`src/rtl/bist_response_analyzer_if.sv`:
```
// ---------------------------------------------------------------------------
// bist_response_analyzer_if
// Bundles the controller strobes, CUT response, run-time expectations and the
// analyzer status outputs into one bus.
//   master : BIST controller / status side (drives strobes, data, expectations)
//   slave  : response analyzer (drives signature, cycles, busy and verdict)
// Signals:
//   init, running, finish : controller strobes
//   data_in [W]           : CUT response word
//   golden_sig [W]        : expected signature (sampled in COMPARE)
//   exp_cycles [CW]       : expected compacted-cycle count (sampled in COMPARE)
//   signature [W], cycles [CW], busy, done, pass, fail, proto_err : status
// ---------------------------------------------------------------------------
interface bist_response_analyzer_if #(
  parameter int W  = 8,
  parameter int CW = 8
);
  logic          init;
  logic          running;
  logic          finish;
  logic [W-1:0]  data_in;
  logic [W-1:0]  golden_sig;
  logic [CW-1:0] exp_cycles;
  logic [W-1:0]  signature;
  logic [CW-1:0] cycles;
  logic          busy;
  logic          done;
  logic          pass;
  logic          fail;
  logic          proto_err;

  modport master (
    output init, running, finish, data_in, golden_sig, exp_cycles,
    input  signature, cycles, busy, done, pass, fail, proto_err
  );

  modport slave (
    input  init, running, finish, data_in, golden_sig, exp_cycles,
    output signature, cycles, busy, done, pass, fail, proto_err
  );
endinterface

```
`src/rtl/bist_response_analyzer.sv`:
```
// ---------------------------------------------------------------------------
// bist_response_analyzer
// Response side of the BIST loop. Compacts CUT responses into a MISR while the
// controller asserts running, counts compacted cycles (saturating), and on
// finish compares signature and count with run-time expected values, raising a
// held done with a pass/fail verdict. Out-of-sequence strobes set a sticky
// proto_err that is cleared by the next init.
// Ports:
//   clk     : system clock, rising edge
//   reset_n : asynchronous active-low reset
//   bus     : bist_response_analyzer_if.slave (strobes, data, expectations,
//             signature/cycles/busy/done/pass/fail/proto_err outputs)
// All outputs come straight from flops.
// ---------------------------------------------------------------------------
module bist_response_analyzer #(
  parameter int           W    = 8,
  parameter logic [W-1:0] POLY = W'(8'h1D),
  parameter logic [W-1:0] SEED = '0,
  parameter int           CW   = 8
) (
  input  logic                        clk,
  input  logic                        reset_n,
  bist_response_analyzer_if.slave     bus
);

  typedef enum logic [1:0] {
    S_IDLE    = 2'd0,
    S_ARMED   = 2'd1,
    S_COMPARE = 2'd2,
    S_DONE    = 2'd3
  } state_t;

  state_t        state_q, state_d;
  logic [W-1:0]  sig_q, sig_d;
  logic [CW-1:0] cycles_q, cycles_d;
  logic          busy_q, busy_d;
  logic          done_q, done_d;
  logic          pass_q, pass_d;
  logic          fail_q, fail_d;
  logic          proto_err_q, proto_err_d;

  logic [W-1:0]  sig_step;
  logic          cycles_sat;
  logic          match;

  // One MISR step: shift left, fold the outgoing MSB back through the
  // polynomial taps, then mix in the whole response word.
  assign sig_step   = {sig_q[W-2:0], 1'b0} ^ (sig_q[W-1] ? POLY : '0) ^ bus.data_in;
  assign cycles_sat = &cycles_q;
  assign match      = (sig_q == bus.golden_sig) && (cycles_q == bus.exp_cycles);

  always_comb begin
    state_d     = state_q;
    sig_d       = sig_q;
    cycles_d    = cycles_q;
    done_d      = done_q;
    pass_d      = pass_q;
    fail_d      = fail_q;
    proto_err_d = proto_err_q;

    if (bus.init) begin
      // init wins over everything and swallows same-cycle running/finish.
      state_d     = S_ARMED;
      sig_d       = SEED;
      cycles_d    = '0;
      done_d      = 1'b0;
      pass_d      = 1'b0;
      fail_d      = 1'b0;
      proto_err_d = 1'b0;
    end else begin
      unique case (state_q)
        S_IDLE, S_DONE: begin
          if (bus.running || bus.finish) proto_err_d = 1'b1;
        end
        S_ARMED: begin
          // A running+finish cycle compacts first; COMPARE then sees the
          // updated signature and count.
          if (bus.running) begin
            sig_d = sig_step;
            if (!cycles_sat) cycles_d = cycles_q + 1'b1;
          end
          if (bus.finish) state_d = S_COMPARE;
        end
        S_COMPARE: begin
          state_d = S_DONE;
          done_d  = 1'b1;
          pass_d  = match;
          fail_d  = !match;
          if (bus.running || bus.finish) proto_err_d = 1'b1;
        end
        default: state_d = S_IDLE;
      endcase
    end

    // busy is registered from the next state so it lines up with state_q.
    busy_d = (state_d == S_ARMED) || (state_d == S_COMPARE);
  end

  always_ff @(posedge clk or negedge reset_n) begin
    if (!reset_n) begin
      state_q     <= S_IDLE;
      sig_q       <= SEED;
      cycles_q    <= '0;
      busy_q      <= 1'b0;
      done_q      <= 1'b0;
      pass_q      <= 1'b0;
      fail_q      <= 1'b0;
      proto_err_q <= 1'b0;
    end else begin
      state_q     <= state_d;
      sig_q       <= sig_d;
      cycles_q    <= cycles_d;
      busy_q      <= busy_d;
      done_q      <= done_d;
      pass_q      <= pass_d;
      fail_q      <= fail_d;
      proto_err_q <= proto_err_d;
    end
  end

  assign bus.signature = sig_q;
  assign bus.cycles    = cycles_q;
  assign bus.busy      = busy_q;
  assign bus.done      = done_q;
  assign bus.pass      = pass_q;
  assign bus.fail      = fail_q;
  assign bus.proto_err = proto_err_q;

endmodule
```
`src/flat_wrapper.sv`:
```
// flat-port wrapper written by rule: the top's interface ports become plain ports
module bist_response_analyzer_flat 
#(
  parameter int           W    = 8,
  parameter logic [W-1:0] POLY = W'(8'h1D),
  parameter logic [W-1:0] SEED = '0,
  parameter int           CW   = 8
)
  (clk, reset_n, bus_init, bus_running, bus_finish, bus_data_in, bus_golden_sig, bus_exp_cycles, bus_signature, bus_cycles, bus_busy, bus_done, bus_pass, bus_fail, bus_proto_err);
  bist_response_analyzer_if #(.W(W), .CW(CW)) bus_i ();
  input  logic clk;
  input  logic reset_n;
  input wire logic [$bits(bus_i.init)-1:0] bus_init;
  input wire logic [$bits(bus_i.running)-1:0] bus_running;
  input wire logic [$bits(bus_i.finish)-1:0] bus_finish;
  input wire logic [$bits(bus_i.data_in)-1:0] bus_data_in;
  input wire logic [$bits(bus_i.golden_sig)-1:0] bus_golden_sig;
  input wire logic [$bits(bus_i.exp_cycles)-1:0] bus_exp_cycles;
  output wire logic [$bits(bus_i.signature)-1:0] bus_signature;
  output wire logic [$bits(bus_i.cycles)-1:0] bus_cycles;
  output wire logic [$bits(bus_i.busy)-1:0] bus_busy;
  output wire logic [$bits(bus_i.done)-1:0] bus_done;
  output wire logic [$bits(bus_i.pass)-1:0] bus_pass;
  output wire logic [$bits(bus_i.fail)-1:0] bus_fail;
  output wire logic [$bits(bus_i.proto_err)-1:0] bus_proto_err;
  assign bus_i.init = bus_init;
  assign bus_i.running = bus_running;
  assign bus_i.finish = bus_finish;
  assign bus_i.data_in = bus_data_in;
  assign bus_i.golden_sig = bus_golden_sig;
  assign bus_i.exp_cycles = bus_exp_cycles;
  assign bus_signature = bus_i.signature;
  assign bus_cycles = bus_i.cycles;
  assign bus_busy = bus_i.busy;
  assign bus_done = bus_i.done;
  assign bus_pass = bus_i.pass;
  assign bus_fail = bus_i.fail;
  assign bus_proto_err = bus_i.proto_err;
  bist_response_analyzer #(.W(W), .POLY(POLY), .SEED(SEED), .CW(CW)) u_core (.clk(clk), .reset_n(reset_n), .bus(bus_i));
endmodule
```
`config.mk`:
```
export PLATFORM = sky130hd
export DESIGN_NAME = bist_response_analyzer_flat
export DESIGN_NICKNAME = d
export VERILOG_FILES = /design/src/rtl/bist_response_analyzer_if.sv /design/src/rtl/bist_response_analyzer.sv /design/src/flat_wrapper.sv
export SDC_FILE = /design/constraint.sdc
export NUM_CORES = 1
export LEC_CHECK = 0
export ABC_AREA = 1
export CAP_MARGIN = 40
export CORE_UTILIZATION = 45
export DETAILED_ROUTE_END_ITERATION = 8
export PLACE_DENSITY_LB_ADDON = 0.12
export SYNTH_ARGS = -nofsm -noshare
export SYNTH_HDL_FRONTEND = slang
export SYNTH_SLANG_ARGS = --single-unit
export TNS_END_PERCENT = 1
```
`constraint.sdc`:
```
create_clock -name clk -period 2.33 [get_ports clk]
set_input_delay 0.3495 -clock clk [delete_from_list [all_inputs] [get_ports clk]]
set_output_delay 0.3495 -clock clk [all_outputs]
set_load 0.01 [all_outputs]
```
==> key figures <==
Global routing
  • Total track usage: 0.204
  • Vias in the first global route: around 1.3k
  • Initial antenna violation count: 0
  • Grt total ovfl: 0
  • First-pass GRT wire length: between 5000 and 6000 µm
  • Largest net degree at the start of global routing: 24

Clock network
  • Post_cts resized: 0
  • CTS tree: yes
  • CTS max path bufs: 2
  • Root Driver: clkbuf_4
  • Post-CTS Hold Buffers: 0
  • Clock transition at path regs: 0.12 ns
  • H-Tree Depth: 1
  • Clk Latency, worst-skew pair: ~0.31 ns
  • CTS sink count: 23
  • Post-CTS setup repair buffer count: 0
  • CTS buffer count: 3

STA
  • Fmax: ~560 MHz
  • Clock Skew: approximately 0.00096 ns
  • Final Cycle Share: 0.771
  • Worst slew margin relative to its limit: 0.795
  • Slew @ Worst Pin: 0.308 ns
  • Sum Neg Setup Slack: 0 ns
  • Minimum clock period: 1.80 ns
  • RSZ-0062 raised after global routing: false
  • Slew Limit Fails: 0
  • Final setup viols: 0
  • Fin. Hold Viols: 0

Logic synthesis
  • YS warnings: 0
  • Mapped Area: around 1500 µm²
  • Largest family of logic cells by synthesized area: simple AND/OR/NAND/NOR gates
  • XOR/XNOR Fraction of Synth Area: 0.0681
  • Post-synthesis simple-gate area fraction: 0.315
  • Post-Synthesis Cells: between 200 and 250
  • Syn nets: between 200 and 300
  • #FFs+latches synth: 23
  • Mux contribution to synthesized area: 0
  • Area contributors post-synth: dfrtp_1, nand2_1, inv_1
  • Register area share after synthesis: 0.373
  • Adder-cell share of the synthesized area: 0.0406
  • Compound-Gate Fraction of Synth Area: 0.0843
  • Average size of a mapped cell: slightly below 7 µm²
  • Synth cell types: 22
  • Synth top area share: 0.373
  • Post-synth top area cell: dfrtp_1

Layout
  • Area growth syn-to-layout: 35.9%
  • Fraction of layout cells with a size suffix above 1: 0.0659
  • Most common cell after layout, fill and taps aside: nand2_1
  • Filler instances: 297
  • Final antenna diode count: 0
  • Fin nets: between 300 and 400
  • Commonest cells after routing, fill and taps aside: nand2_1, clkdlybuf4s50_1, inv_1
  • Final instance area: between 2000 and 2500 µm²

Setup path
  • Critical-path top delay cell: clkdlybuf4s50_1
  • CP Launch Type: flop
  • Worst Setup End Kind: primary output
  • CP Class: reg -> out
  • CP max FO: 7
  • Launching point of the worst reg2reg path: u_core.bus.cycles[1]
  • CP top delay family: buffers and inverters
  • WP data required: just under 2 ns
  • CP Launch Point: u_core.bus.signature[7]
  • Crit path DAT: roughly 1.5 ns
  • WP buf/inv: 1
  • Max stage delay on crit path: ~0.60 ns
  • Worst-path cell chain: clkdlybuf4s50_1

Floorplanning
  • Die Span Y: about 61 µm
  • Die area: roughly 3700 µm²
  • Row cnt: 20
  • Core ar.: 3150 µm²
  • Die extent in x: ~60 µm
  • Initial core utilization: 0.489
  • Num ports: 50

Status
  • Status: complete, no violations

Routing
  • DRC Markers: 0
  • Wirelength per Cell: 10.6 µm
  • Vias/cell: 4.62
  • Drt pass-1 iters: 4
  • Antenna viol nets, final: 0
  • Initial drt markers: 65
  • Detailed Route WL: between 3000 and 4000 µm
  • Via count: roughly 1.5k

Job
  • Max-Cap Viols: 0

Placed design
  • Routability cong.: 0.813
  • Placed instance area: between 2000 and 2500 µm²
  • Port buffer count: 49
  • Hpwl dp: about 2600 µm

Power and ir drop
  • Cell Pwr Density: between 600 and 700 nW/µm²
  • Worst vdd ir: just over 500 µV
  • Leakage power: slightly above 1 nW

Hold path
  • Hold Path Class: in -> async
[per-stage QoR]
| stage | hold WS (ns) | total power [W] | setup slack (ns) | utilization | instances |
|---|---|---|---|---|---|
| 2_1_floorplan | 0.0539 | 0.000940 | 0.873 | - | 222 |
| 3_3_place_gp | 0.469 | 0.00118 | 0.479 | 0.657 | 313 |
| 3_5_place_dp | 0.479 | 0.00119 | 0.419 | 0.657 | 313 |
| 4_1_cts | 0.384 | 0.00138 | 0.527 | 0.665 | 317 |
| 5_1_grt | 0.400 | 0.00149 | 0.462 | 0.665 | 317 |
| 6_report | 0.386 | 0.00137 | 0.534 | 0.665 | 317 |
[Yosys cell counts (all sizes together)]
library cell / number
nand2: 78
inv: 42
dfrtp: 23
nor2: 23
nand3: 11
o21ai: 11
o22ai: 8
xnor2: 8
ha: 5
xor2: 4
buf: 3
a21oi: 2
nand4: 2
nand3b: 1
or2: 1
[routing by layer]
layer | share of wire | global-route usage | vias to the layer above
li1 | - | - | 775
met1 | 0.49 | 0.282 | 650
met2 | 0.45 | 0.331 | 36
met3 | 0.057 | 0.0469 | 2
met4 | 0.0060 | 0.0390 | 0
met5 | 0 | 0 | -
[report_power, final]
part           internal (W)  total [W]  leakage (nW)  switching (W)
Sequential         0.000477   0.000562         0.309      0.0000847
Combinational      0.000314   0.000622         0.688       0.000308
Clock             0.0000669   0.000184        0.0150       0.000117
Total              0.000858    0.00137          1.01       0.000509
[flip-flops by register name (all words and copies together) (netlist names)]
name / cells
u_core.bus.busy: 1
u_core.bus.cycles: 8
u_core.bus.done: 1
u_core.bus.fail: 1
u_core.bus.pass: 1
u_core.bus.proto_err: 1
u_core.bus.signature: 8
u_core.state_q: 2
[path summary, 6_finish.rpt]
check                                                to  slack, ns  depth (start not counted)
max in group asynchronous          u_core.bus.cycles[6]       1.71                          2
min in group clk                        u_core.bus.pass       0.50                          2
worst min-delay path            u_core.bus.signature[2]       0.39                          2
worst max register to register     u_core.bus.cycles[1]       0.74                          7
worst max-delay path                   bus_signature[7]       0.53                          1
worst min register to register          u_core.bus.pass       0.50                          2
[kinds of logic (layout without fill, tap and decap cells)]
| kind of cell | after synthesis | in the layout |
|---|---|---|
| buffers and inverters | 45 | 96 |
| xor gates and xnor gates | 12 | 12 |
| and+or+nand+nor | 116 | 116 |
| AOI/OAI and AO/OA | 21 | 21 |
| DFF | 23 | 23 |
| adders and majority gates | 5 | 5 |
[cell type report]
| type | count | area (µm²) | area share |
|---|---|---|---|
| Clock buffer | 4 | 26.3 | 0.0125 |
| Inverter | 42 | 158 | 0.0752 |
| Multi-Input combinational cell | 154 | 785 | 0.374 |
| Sequential cell | 23 | 576 | 0.274 |
| Tap cell | 44 | 55.1 | 0.0263 |
| Timing Repair Buffer | 50 | 498 | 0.237 |
(Power assumes the default switching activity.)
